$ cat src/rtl/instr_fetch_if.sv
// Instruction-memory port for the fetch stage: one request/grant handshake
// and one read-response channel.
interface instr_fetch_if;
  logic        req;
  logic [31:0] addr;
  logic        gnt;
  logic        rvalid;
  logic [31:0] rdata;

  modport master (
    output req,
    output addr,
    input  gnt,
    input  rvalid,
    input  rdata
  );

  modport slave (
    input  req,
    input  addr,
    output gnt,
    output rvalid,
    output rdata
  );
endinterface

$ cat src/rtl/instr_fetch.sv
// RV32I fetch stage: owns the PC, keeps at most one instruction-memory read in
// flight, and holds one fetched instruction for decode until it is consumed.
module instr_fetch #(
  parameter logic [31:0] RESET_PC  = 32'h0000_0000,
  parameter logic [31:0] NOP_INSTR = 32'h0000_0013
) (
  input  logic               clk,
  input  logic               rst,
  input  logic               redirect_valid_i,
  input  logic [31:0]        redirect_pc_i,
  input  logic               stall_i,
  instr_fetch_if.master      imem_if,
  output logic [31:0]        instruction_o,
  output logic [31:0]        pc_o,
  output logic               inst_valid_o,
  output logic               misaligned_o
);

  typedef enum logic [2:0] {
    IDLE  = 3'd0,
    REQ   = 3'd1,
    WAIT  = 3'd2,
    HOLD  = 3'd3,
    DRAIN = 3'd4
  } state_e;

  state_e      state_q, state_d;
  logic [31:0] fetch_pc_q, fetch_pc_d;
  logic [31:0] pc_q, pc_d;
  logic [31:0] instr_q, instr_d;
  logic        valid_q, valid_d;
  logic        mis_q, mis_d;
  logic        req_q, req_d;

  logic        redirect_s;
  logic [31:0] target_s;

  assign redirect_s = redirect_valid_i && (state_q != IDLE);
  assign target_s   = {redirect_pc_i[31:2], 2'b00};

  // Next-state, fetch address and held-instruction update; redirect wins over everything.
  always_comb begin
    state_d    = state_q;
    fetch_pc_d = fetch_pc_q;
    pc_d       = pc_q;
    instr_d    = instr_q;
    valid_d    = valid_q;
    mis_d      = 1'b0;

    case (state_q)
      IDLE: begin
        state_d = REQ;
      end
      REQ: begin
        // A grant in the redirect cycle means the old address already went out.
        if (redirect_s) begin
          state_d = imem_if.gnt ? DRAIN : REQ;
        end else if (imem_if.gnt) begin
          state_d = WAIT;
        end else begin
          state_d = REQ;
        end
      end
      WAIT: begin
        if (redirect_s) begin
          state_d = DRAIN;
        end else if (imem_if.rvalid) begin
          instr_d    = imem_if.rdata;
          pc_d       = fetch_pc_q;
          fetch_pc_d = fetch_pc_q + 32'd4;
          valid_d    = 1'b1;
          state_d    = HOLD;
        end else begin
          state_d = WAIT;
        end
      end
      HOLD: begin
        if (redirect_s) begin
          state_d = REQ;
        end else if (!stall_i) begin
          valid_d = 1'b0;
          instr_d = NOP_INSTR;
          state_d = REQ;
        end else begin
          state_d = HOLD;
        end
      end
      DRAIN: begin
        if (redirect_s) begin
          state_d = DRAIN;
        end else if (imem_if.rvalid) begin
          state_d = REQ;
        end else begin
          state_d = DRAIN;
        end
      end
      default: begin
        state_d = IDLE;
      end
    endcase

    if (redirect_s) begin
      fetch_pc_d = target_s;
      mis_d      = (redirect_pc_i[1:0] != 2'b00);
      valid_d    = 1'b0;
      instr_d    = NOP_INSTR;
    end else begin
      mis_d = 1'b0;
    end
  end

  assign req_d = (state_d == REQ);

  // State and output registers.
  always_ff @(posedge clk or posedge rst) begin
    if (rst) begin
      state_q    <= IDLE;
      fetch_pc_q <= RESET_PC;
      pc_q       <= RESET_PC;
      instr_q    <= NOP_INSTR;
      valid_q    <= 1'b0;
      mis_q      <= 1'b0;
      req_q      <= 1'b0;
    end else begin
      state_q    <= state_d;
      fetch_pc_q <= fetch_pc_d;
      pc_q       <= pc_d;
      instr_q    <= instr_d;
      valid_q    <= valid_d;
      mis_q      <= mis_d;
      req_q      <= req_d;
    end
  end

  assign imem_if.req   = req_q;
  assign imem_if.addr  = fetch_pc_q;
  assign instruction_o = instr_q;
  assign pc_o          = pc_q;
  assign inst_valid_o  = valid_q;
  assign misaligned_o  = mis_q;

endmodule

$ cat src/flat_wrapper.sv
// flat-port wrapper written by rule: the top's interface ports become plain ports
module instr_fetch_flat 
#(
  parameter logic [31:0] RESET_PC  = 32'h0000_0000,
  parameter logic [31:0] NOP_INSTR = 32'h0000_0013
)
  (clk, rst, redirect_valid_i, redirect_pc_i, stall_i, instruction_o, pc_o, inst_valid_o, misaligned_o, imem_if_req, imem_if_addr, imem_if_gnt, imem_if_rvalid, imem_if_rdata);
  instr_fetch_if imem_if_i ();
  input  logic clk;
  input  logic rst;
  input  logic redirect_valid_i;
  input  logic [31:0] redirect_pc_i;
  input  logic stall_i;
  output logic [31:0] instruction_o;
  output logic [31:0] pc_o;
  output logic inst_valid_o;
  output logic misaligned_o;
  output wire logic [$bits(imem_if_i.req)-1:0] imem_if_req;
  output wire logic [$bits(imem_if_i.addr)-1:0] imem_if_addr;
  input wire logic [$bits(imem_if_i.gnt)-1:0] imem_if_gnt;
  input wire logic [$bits(imem_if_i.rvalid)-1:0] imem_if_rvalid;
  input wire logic [$bits(imem_if_i.rdata)-1:0] imem_if_rdata;
  assign imem_if_req = imem_if_i.req;
  assign imem_if_addr = imem_if_i.addr;
  assign imem_if_i.gnt = imem_if_gnt;
  assign imem_if_i.rvalid = imem_if_rvalid;
  assign imem_if_i.rdata = imem_if_rdata;
  instr_fetch #(.RESET_PC(RESET_PC), .NOP_INSTR(NOP_INSTR)) u_core (.clk(clk), .rst(rst), .redirect_valid_i(redirect_valid_i), .redirect_pc_i(redirect_pc_i), .stall_i(stall_i), .imem_if(imem_if_i), .instruction_o(instruction_o), .pc_o(pc_o), .inst_valid_o(inst_valid_o), .misaligned_o(misaligned_o));
endmodule
$ cat config.mk
export PLATFORM = sky130hd
export DESIGN_NAME = instr_fetch_flat
export DESIGN_NICKNAME = d
export VERILOG_FILES = /design/src/rtl/instr_fetch_if.sv /design/src/rtl/instr_fetch.sv /design/src/flat_wrapper.sv
export SDC_FILE = /design/constraint.sdc
export NUM_CORES = 1
export LEC_CHECK = 0
export CAP_MARGIN = 20
export CORE_MARGIN = 3
export CORE_UTILIZATION = 25
export DETAILED_ROUTE_END_ITERATION = 10
export SYNTH_ARGS = -nofsm -noshare
export SYNTH_HDL_FRONTEND = slang
export SYNTH_SLANG_ARGS = --single-unit
$ cat constraint.sdc
create_clock -name clk -period 8 [get_ports clk]
set_clock_uncertainty 0.05 [all_clocks]
set_input_delay 2 -clock clk [delete_from_list [all_inputs] [get_ports clk]]
set_output_delay 2 -clock clk [all_outputs]
set_load 0.05 [all_outputs]
==> metrics.cfg, run 1 <==
[route]
remaining_drc_errors=0
wl_met3_mm=1.07
ant_nets=0
avgRoutedWirePerCell_um=15.8
drt-met1-wl_mm=5.41
first_iter_violations=148
wl_met2_mm=6.26
top_layer_used=met4
wirelength_mm=13.0
via_count=3751
drt_first_pass_iters=4
via_per_inst=4.58

[die]
die_h_um=138
start_util_pct=25.8
core-area_um2=16800
rows=47
die_area_um2=18900
die_w_um=138
ios=169

[global_route]
grt_pass1_wl_mm=20.3
gr-usage-all-layers_pct=13.8
grt_overflow=0
grt_pass1_vias=3885
grt_start_max_net_pins=62
antenna_found_initial=0

[critical_path]
cp_cell_sequence=clkdlybuf4s50_1, nand4bb_1, nor2_4, buf_4, a21oi_1, o21ai_1
critPathRequiredTime_ps=8220
endpoint_kind=register
slowest_stage=nor2_4
critical_path_class=in -> reg
worst_setup_path_start_kind=input port
slowest_delay_ps=760
critPathMaxFanout=30
cp.arrival_ps=4580

[yosys]
synth_flop_cell=dfrtp_1
synth_area_um2=4330
synth_cell_types=43
yosysWarnings=0
synthCells=439
ys_ff_latch=98
async_reset_ff_share_pct=100
synth_edf_count=0
ys_seq_area_share_pct=56.8
syn_avg_cell_area_um2=9.86
yosysTopAreaCell=dfrtp_1
netlist.area_leader.share_pct=54.9
netlist_top_cells_area=dfrtp_1 55%, nand2_1 11%, a22o_1 5.9%

[run]
cap_viol_max_count=0

[finish]
final_area_um2=6510
syn_to_final_growth_pct=50.4
num_antenna_cells=0
fin_util_pct=38.8
nNetsFinal=666
drive_gt1_share_pct=6.51

[power_and_ir_drop]
worst_ir_drop_vdd_mv=0.203
power_density_nw_per_um2=372
power_mw=2.42
power_leakage_nw=2.81

[timing]
final-hold-violation-count=0
rsz0062_at_grt=no
post-route-period-util_pct=54.4
timing.fmax_mhz=230
worstMarginPinSlew_ps=809
slew_viol_final=0
fin_tns_setup_ps=0
fin_ws_ps=3640
min_period_ps=4360
setup_violations=0
maxSlewHeadroom_pct=45.8

[clock_network]
cts.clk_slew.worst_paths_ps=70
cts_hold_buf=0
htreeDepth=3
cts_setup_buffers=0
numCtsBuffers=9
clock_latency_ps=350
ctsResizeCount=0
cts_tree=yes
clk_path_buf_depth=2
clock-root-buffer=clkbuf_16
clock-sinks=98

[placed_design]
dpl.hpwl_mm=9.29
dpl_cell_area_um2=6220
place.port_buffers=164
globalplace.congestion=0.790
place_ws_ps=3280

[min_path]
hp-class=reg -> reg

[run_status]
outcome=finished clean

## cells in the mapped netlist, types with 3 or more instances
cell type	instances
dfrtp_1	95
xor2_1	20
clkbuf_1	16
nand2_1	131
dfstp_2	3
nor4_1	4
o22ai_1	3
inv_1	8
and3_1	7
a21oi_1	7
nand4_1	16
buf_2	5
a22o_1	29
nand3_1	6
nor3_2	4
buf_4	4
nor2_1	16
o21ai_1	27
xnor2_1	7
## worst paths after layout
kind                            slack [ps]                             endpoint  cells after the start                           startpoint
min in group asynchronous             1980  u_core.instruction_o[5]$_DFFE_PP0P_                      2                                  rst
worst max-delay path                  3640  u_core.imem_if.addr[11]$_DFFE_PP0P_                      6                       imem_if_rvalid
worst min register to register         420  u_core.instruction_o[4]$_DFFE_PP1P_                      2  u_core.instruction_o[4]$_DFFE_PP1P_
worst max register to register        5270  u_core.imem_if.addr[11]$_DFFE_PP0P_                      5          u_core.state_q[2]$_DFF_PP0_
max in group asynchronous             4750  u_core.imem_if.addr[10]$_DFFE_PP0P_                      3                                  rst
worst min-delay path                   420  u_core.instruction_o[4]$_DFFE_PP1P_                      2  u_core.instruction_o[4]$_DFFE_PP1P_
## logic make-up after synthesis
family	synth area share [%]
AOI/OAI and AO/OA	12.2
xor gates and xnor gates	5.47
adders and majority gates	0.289
buffers and inverters	3.61
DFF	56.8
other	0.0867
and+or+nand+nor	21.6
## power breakdown
group | switching, mW | internal (mW) | total [mW]
combinational | 0.760 | 0.396 | 1.16
sequential | 0.195 | 0.640 | 0.834
clock | 0.181 | 0.250 | 0.431
## per-stage QoR
| step | cells | hold WS, ps |
|---|---|---|
| floorplan | 442 | 519 |
| global route | 819 | 437 |
| finish | 819 | 423 |
| detailed placement | 804 | 411 |
| CTS | 819 | 421 |
| global placement | 803 | 402 |
## registers in the layout, indices dropped and copies added, names as in the netlist
signal / cells
u_core.inst_valid_o: 1
u_core.pc_o: 30
u_core.instruction_o: 32
u_core.state_q: 3
u_core.imem_if.addr: 30
u_core.misaligned_o: 1
u_core.imem_if.req: 1
## critical path: cells and delay by family
| kind | cells | cell delay, ps |
|---|---|---|
| AO/OA/AOI/OAI | 2 | 260 |
| AND/OR/NAND/NOR | 2 | 1300 |
| buffers and inverters | 2 | 1010 |
## area by class of cell
| type | instances | area, um^2 |
|---|---|---|
| Fill cell | 1658 | 10300 |
| Sequential cell | 98 | 2460 |
| Multi-Input combinational cell | 308 | 1750 |
| Timing Repair Buffer | 169 | 1700 |
| Tap cell | 220 | 275 |
| Clock buffer | 13 | 250 |
| Clock inverter | 2 | 37.5 |
| Inverter | 9 | 36.3 |
## per-layer routing
metal | global-route usage (%) | vias to the layer above
met5 | 0 | -
li1 | - | 1805
met4 | 4.77 | 0
met3 | 4.86 | 18
met2 | 23.2 | 130
met1 | 16.4 | 1798
## placed cells by master, fill, tap and decap left out, types with 3 or more instances in the layout
cell type / count
nor4_1: 4
and3_1: 7
nor3_2: 4
o21ai_1: 26
conb_1: 4
a22o_1: 29
clkdlybuf4s50_1: 164
nor2_1: 14
a21oi_1: 7
nand3_1: 6
o21ai_2: 3
nand4_1: 16
xor2_1: 20
o22ai_1: 3
xnor2_1: 7
dfstp_2: 3
clkbuf_1: 3
buf_4: 4
inv_1: 7
dfrtp_1: 95
clkbuf_16: 9
nand2_1: 130
Power figures use the tool's default switching activity.
==> run 2: changes to the inputs <==
clock period = 3.7 ns   (was 8 ns; I/O delays follow)
==> metrics.cfg, run 2 (synthesis gave the netlist of run 1 again) <==
[timing]
maxSlewHeadroom_pct=42.1
worstMarginPinSlew_ps=868
min_period_ps=2720
post-route-period-util_pct=73.5
final-hold-violation-count=0
rsz0062_at_grt=no
fin_tns_setup_ps=0
timing.fmax_mhz=368
hold_slack_ps=411
slew_viol_final=0
setup_violations=0

[global_route]
antenna_found_initial=0
grt_start_max_net_pins=71
busiest_layer=met2
gr-usage-met3_pct=4.09
gr-usage-all-layers_pct=14.0
grt_pass1_wl_mm=20.5
grt_pass1_vias=3934
grt_overflow=0
gr-usage-met1_pct=17.1
grt_use_met2_pct=23.3

[route]
wirelength_mm=13.2
via_count=3762
drt_first_pass_iters=4
avgRoutedWirePerCell_um=16.0
ant_nets=0
first_iter_violations=151
remaining_drc_errors=0
via_per_inst=4.56

[clock_network]
clock-sinks=98
clk_path_buf_depth=2
cts_tree=yes
clock-root-buffer=clkbuf_16
htreeDepth=3
cts_hold_buf=0
numCtsBuffers=9
ctsResizeCount=0
clock_latency_ps=340
cts_setup_buffers=0
cts.clk_slew.worst_paths_ps=70

[critical_path]
cp.arrival_ps=1750
slowest_delay_ps=900
cp_top_family=buffers and inverters
worst_setup_path_start_kind=register
critical_path.startpoint=u_core.imem_if.addr[15]$_DFFE_PP0P_
critPathBufInv=1
slowest_stage=clkdlybuf4s50_1
rr_startpoint=u_core.imem_if.addr[3]$_DFFE_PP0P_
critical_path_class=reg -> out
cp_cell_sequence=clkdlybuf4s50_1
reg2reg_slack_ps=1640
critPathRequiredTime_ps=2720
critPathMaxFanout=8
endpoint_kind=output pin

[finish]
layout_common_cells=164 x clkdlybuf4s50_1, 130 x nand2_1, 95 x dfrtp_1, 29 x a22o_1, 26 x o21ai_1
mostFrequentLayoutCell=clkdlybuf4s50_1
nNetsFinal=671
drive_gt1_share_pct=7.93
syn_to_final_growth_pct=52.3
fillers=1636
largest_reg_flops=32
fin_util_pct=39.3
num_antenna_cells=0

[die]
start_util_pct=25.8
die_h_um=138
die_w_um=138
die_area_um2=18900
ios=169
core-area_um2=16800
rows=47

[placed_design]
place.port_buffers=164
globalplace.congestion=0.834
dpl.hpwl_mm=9.57

[run_status]
outcome=finished clean

[power_and_ir_drop]
switching_share_pct=46.2
power.switching_mw=2.50
power_leakage_nw=2.85
worst_ir_drop_vdd_mv=0.461
p_comb_share_pct=46.0
clkPwrFrac_pct=20.3
power_density_nw_per_um2=820
pwr-share-seq_pct=33.7
p_int_mw=2.91

[run]
cap_viol_max_count=0

[min_path]
min-delay-start=u_core.instruction_o[1]$_DFFE_PP1P_
hp-class=reg -> reg

[run 2: routing by layer]
layer	wire (um)	up-vias	share of wire, %
met3	949	20	7.2
met1	5690	1800	43
met2	6300	129	48
met4	231	0	1.8
met5	0	-	0
li1	-	1813	-
[run 2: worst paths after layout]
kind	to	cells past startpoint
max in group asynchronous	u_core.pc_o[14]$_DFFE_PP0P_	3
min in group asynchronous	u_core.instruction_o[5]$_DFFE_PP0P_	2
max reg2reg	u_core.imem_if.addr[12]$_DFFE_PP0P_	5
min reg2reg	u_core.instruction_o[1]$_DFFE_PP1P_	2
max	imem_if_addr[15]	1
min	u_core.instruction_o[1]$_DFFE_PP1P_	2
[run 2: stage by stage]
| stage | cells | instance area [um^2] | setup WS, ps | total power [mW] |
|---|---|---|---|---|
| 5_1_grt | 825 | 6590 | 904 | 5.69 |
| 3_5_place_dp | 809 | 6240 | 715 | 4.33 |
| 4_1_cts | 825 | 6590 | 965 | 5.46 |
| 2_1_floorplan | 442 | 4340 | 168 | 3.37 |
| 3_3_place_gp | 809 | 6240 | 844 | 4.30 |
| 6_report | 825 | 6590 | 979 | 5.41 |
[run 2: worst reg2reg max path, stage by stage, from the launching register on]
cell,delay [ps]
dfrtp_1,490
ha_1,220
nand3_1,190
nor3_2,510
o22ai_1,170
a221o_1,310
[run 2: cell type report]
class                      count  area (um^2)  share of cell area (%)
sequential                    98         2460                    37.3
multi-input combinational    308         1750                    26.6
timing repair buffer         174         1720                    26.0
tap                          220          275                    4.18
clock buffer                  10          239                    3.63
clock inverter                 6          114                    1.73
inverter                       9         36.3                   0.551
[run 2: power by group through the flow]
stage	combinational [mW]	clock (mW)	sequential, mW
2_1_floorplan	0.612	0	2.75
3_3_place_gp	2.48	0	1.82
3_5_place_dp	2.50	0	1.83
4_1_cts	2.51	1.13	1.82
5_1_grt	2.63	1.17	1.89
6_report	2.49	1.10	1.82
==> run 3: changes to the inputs <==
clock period = 2.7 ns   (was 3.7 ns; I/O delays follow)
==> metrics.cfg, run 3 (synthesis gave the netlist of run 1 again) <==
[critical_path]
r2r_cells=5
worst_setup_path_start_kind=register
r2r-end=u_core.imem_if.addr[12]$_DFFE_PP0P_
cp_top_family=buffers and inverters
critPathBufInv=1
critical_path.startpoint=u_core.imem_if.addr[2]$_DFFE_PP0P_
slowest_stage=clkdlybuf4s50_1
critical_path_class=reg -> out
cp_cell_sequence=clkdlybuf4s50_1
reg2reg_slack_ps=550
critPathMaxFanout=7
slowest_delay_ps=880
critPathRequiredTime_ps=1980
endpoint_kind=output pin
rr_startpoint=u_core.imem_if.addr[2]$_DFFE_PP0P_
cp.arrival_ps=1760
cp.depth=1

[route]
remaining_drc_errors=0
drt_first_pass_iters=4
ant_nets=0
avgRoutedWirePerCell_um=16.1
first_iter_violations=169
via_per_inst=4.52
via_count=3739
wirelength_mm=13.3

[clock_network]
cts_tree=yes
cts.clk_slew.worst_paths_ps=70
numCtsBuffers=9
clock_latency_ps=350
htreeDepth=3
ctsResizeCount=0
clk_path_buf_depth=2
cts_setup_buffers=0
clock-root-buffer=clkbuf_16
cts_hold_buf=0
clock-sinks=98

[placed_design]
dpl.hpwl_mm=9.58
place.port_buffers=164
globalplace.congestion=0.874
placed_cells=812

[timing]
min_period_ps=2490
setup_violations=0
post-route-period-util_pct=92.0
final-hold-violation-count=0
timing.fmax_mhz=402
fin_tns_setup_ps=0
maxSlewHeadroom_pct=57.7
slew_viol_final=0
worstMarginPinSlew_ps=631
rsz0062_at_grt=no

[finish]
num_antenna_cells=0
layout_common_cells=164 x clkdlybuf4s50_1, 130 x nand2_1, 95 x dfrtp_1, 29 x a22o_1, 26 x o21ai_1
nNetsFinal=674
mostFrequentLayoutCell=clkdlybuf4s50_1
final_cells=827
fillers=1647
largest_reg_flops=32
fin_util_pct=39.3
syn_to_final_growth_pct=52.1
drive_gt1_share_pct=8.24

[power_and_ir_drop]
power_density_nw_per_um2=1100
power_leakage_nw=2.85
p_int_mw=3.81
power_mw=7.23
worst_ir_drop_vdd_mv=0.591
pwr-share-seq_pct=34.2
p_comb_share_pct=47.9
switching_share_pct=47.3
power.switching_mw=3.42
clkPwrFrac_pct=17.9

[global_route]
grt_overflow=0
antenna_found_initial=0
gr-usage-all-layers_pct=14.0
grt_pass1_vias=3903
grt_pass1_wl_mm=20.5
grt_start_max_net_pins=99

[die]
start_util_pct=25.8
ios=169
rows=47
die_w_um=138
die_h_um=138
core-area_um2=16800
die_area_um2=18900

[min_path]
min-delay-start=u_core.instruction_o[1]$_DFFE_PP1P_
hp-class=reg -> reg
hold_end=u_core.instruction_o[1]$_DFFE_PP1P_
holdPathStages=2

[run]
cap_viol_max_count=0

[run_status]
outcome=finished clean

## run 3: final cells by class
cell class / instances / area, um^2 / share of cell area (%)
flip-flops and latches: 98 / 2460 / 37.3
inverters: 9 / 37.5 / 0.570
clock buffers: 10 / 239 / 3.63
well taps: 220 / 275 / 4.18
clock inverters: 5 / 55.1 / 0.837
multi-input cells: 308 / 1750 / 26.6
repair buffers: 177 / 1760 / 26.8
## run 3: per-layer routing
metal	wire length (um)	global-route usage, %	vias to the layer above
met5	0	0	-
met4	240	5.65	0
met3	953	4.31	18
met2	6370	22.8	117
met1	5750	17.4	1784
li1	-	-	1820
## run 3: worst min-delay path, stage by stage (launching register included)
cell,delay [ps]
dfstp_2,370
inv_1,40
a21oi_1,50
## run 3: power by group through the flow
stage / Sequential [mW] / Combinational [mW] / Clock, mW
after floorplan: 3.77 / 0.839 / 0
after global placement: 2.47 / 3.46 / 0
after detailed placement: 2.49 / 3.48 / 0
after CTS: 2.47 / 3.50 / 1.35
after global routing: 2.55 / 3.66 / 1.39
final: 2.47 / 3.46 / 1.30
## run 3: how the worst max path moves through the flow
stage                                     endpoint  slack [ps]
2_1_floorplan  u_core.imem_if.addr[27]$_DFFE_PP0P_         580
3_3_place_gp   u_core.imem_if.addr[25]$_DFFE_PP0P_         190
3_5_place_dp   u_core.imem_if.addr[27]$_DFFE_PP0P_         170
4_1_cts                            imem_if_addr[2]         210
5_1_grt                            imem_if_addr[2]         150
6_report                           imem_if_addr[2]         210
## run 3: per-stage QoR
stage / instance area (um^2) / worst slack [ps] / hold WS, ps
global placement: 6290 / 192 / 401
finish: 6580 / 215 / 410
detailed placement: 6290 / 167 / 408
CTS: 6580 / 206 / 417
global route: 6580 / 152 / 448
floorplan: 4340 / 578 / 519
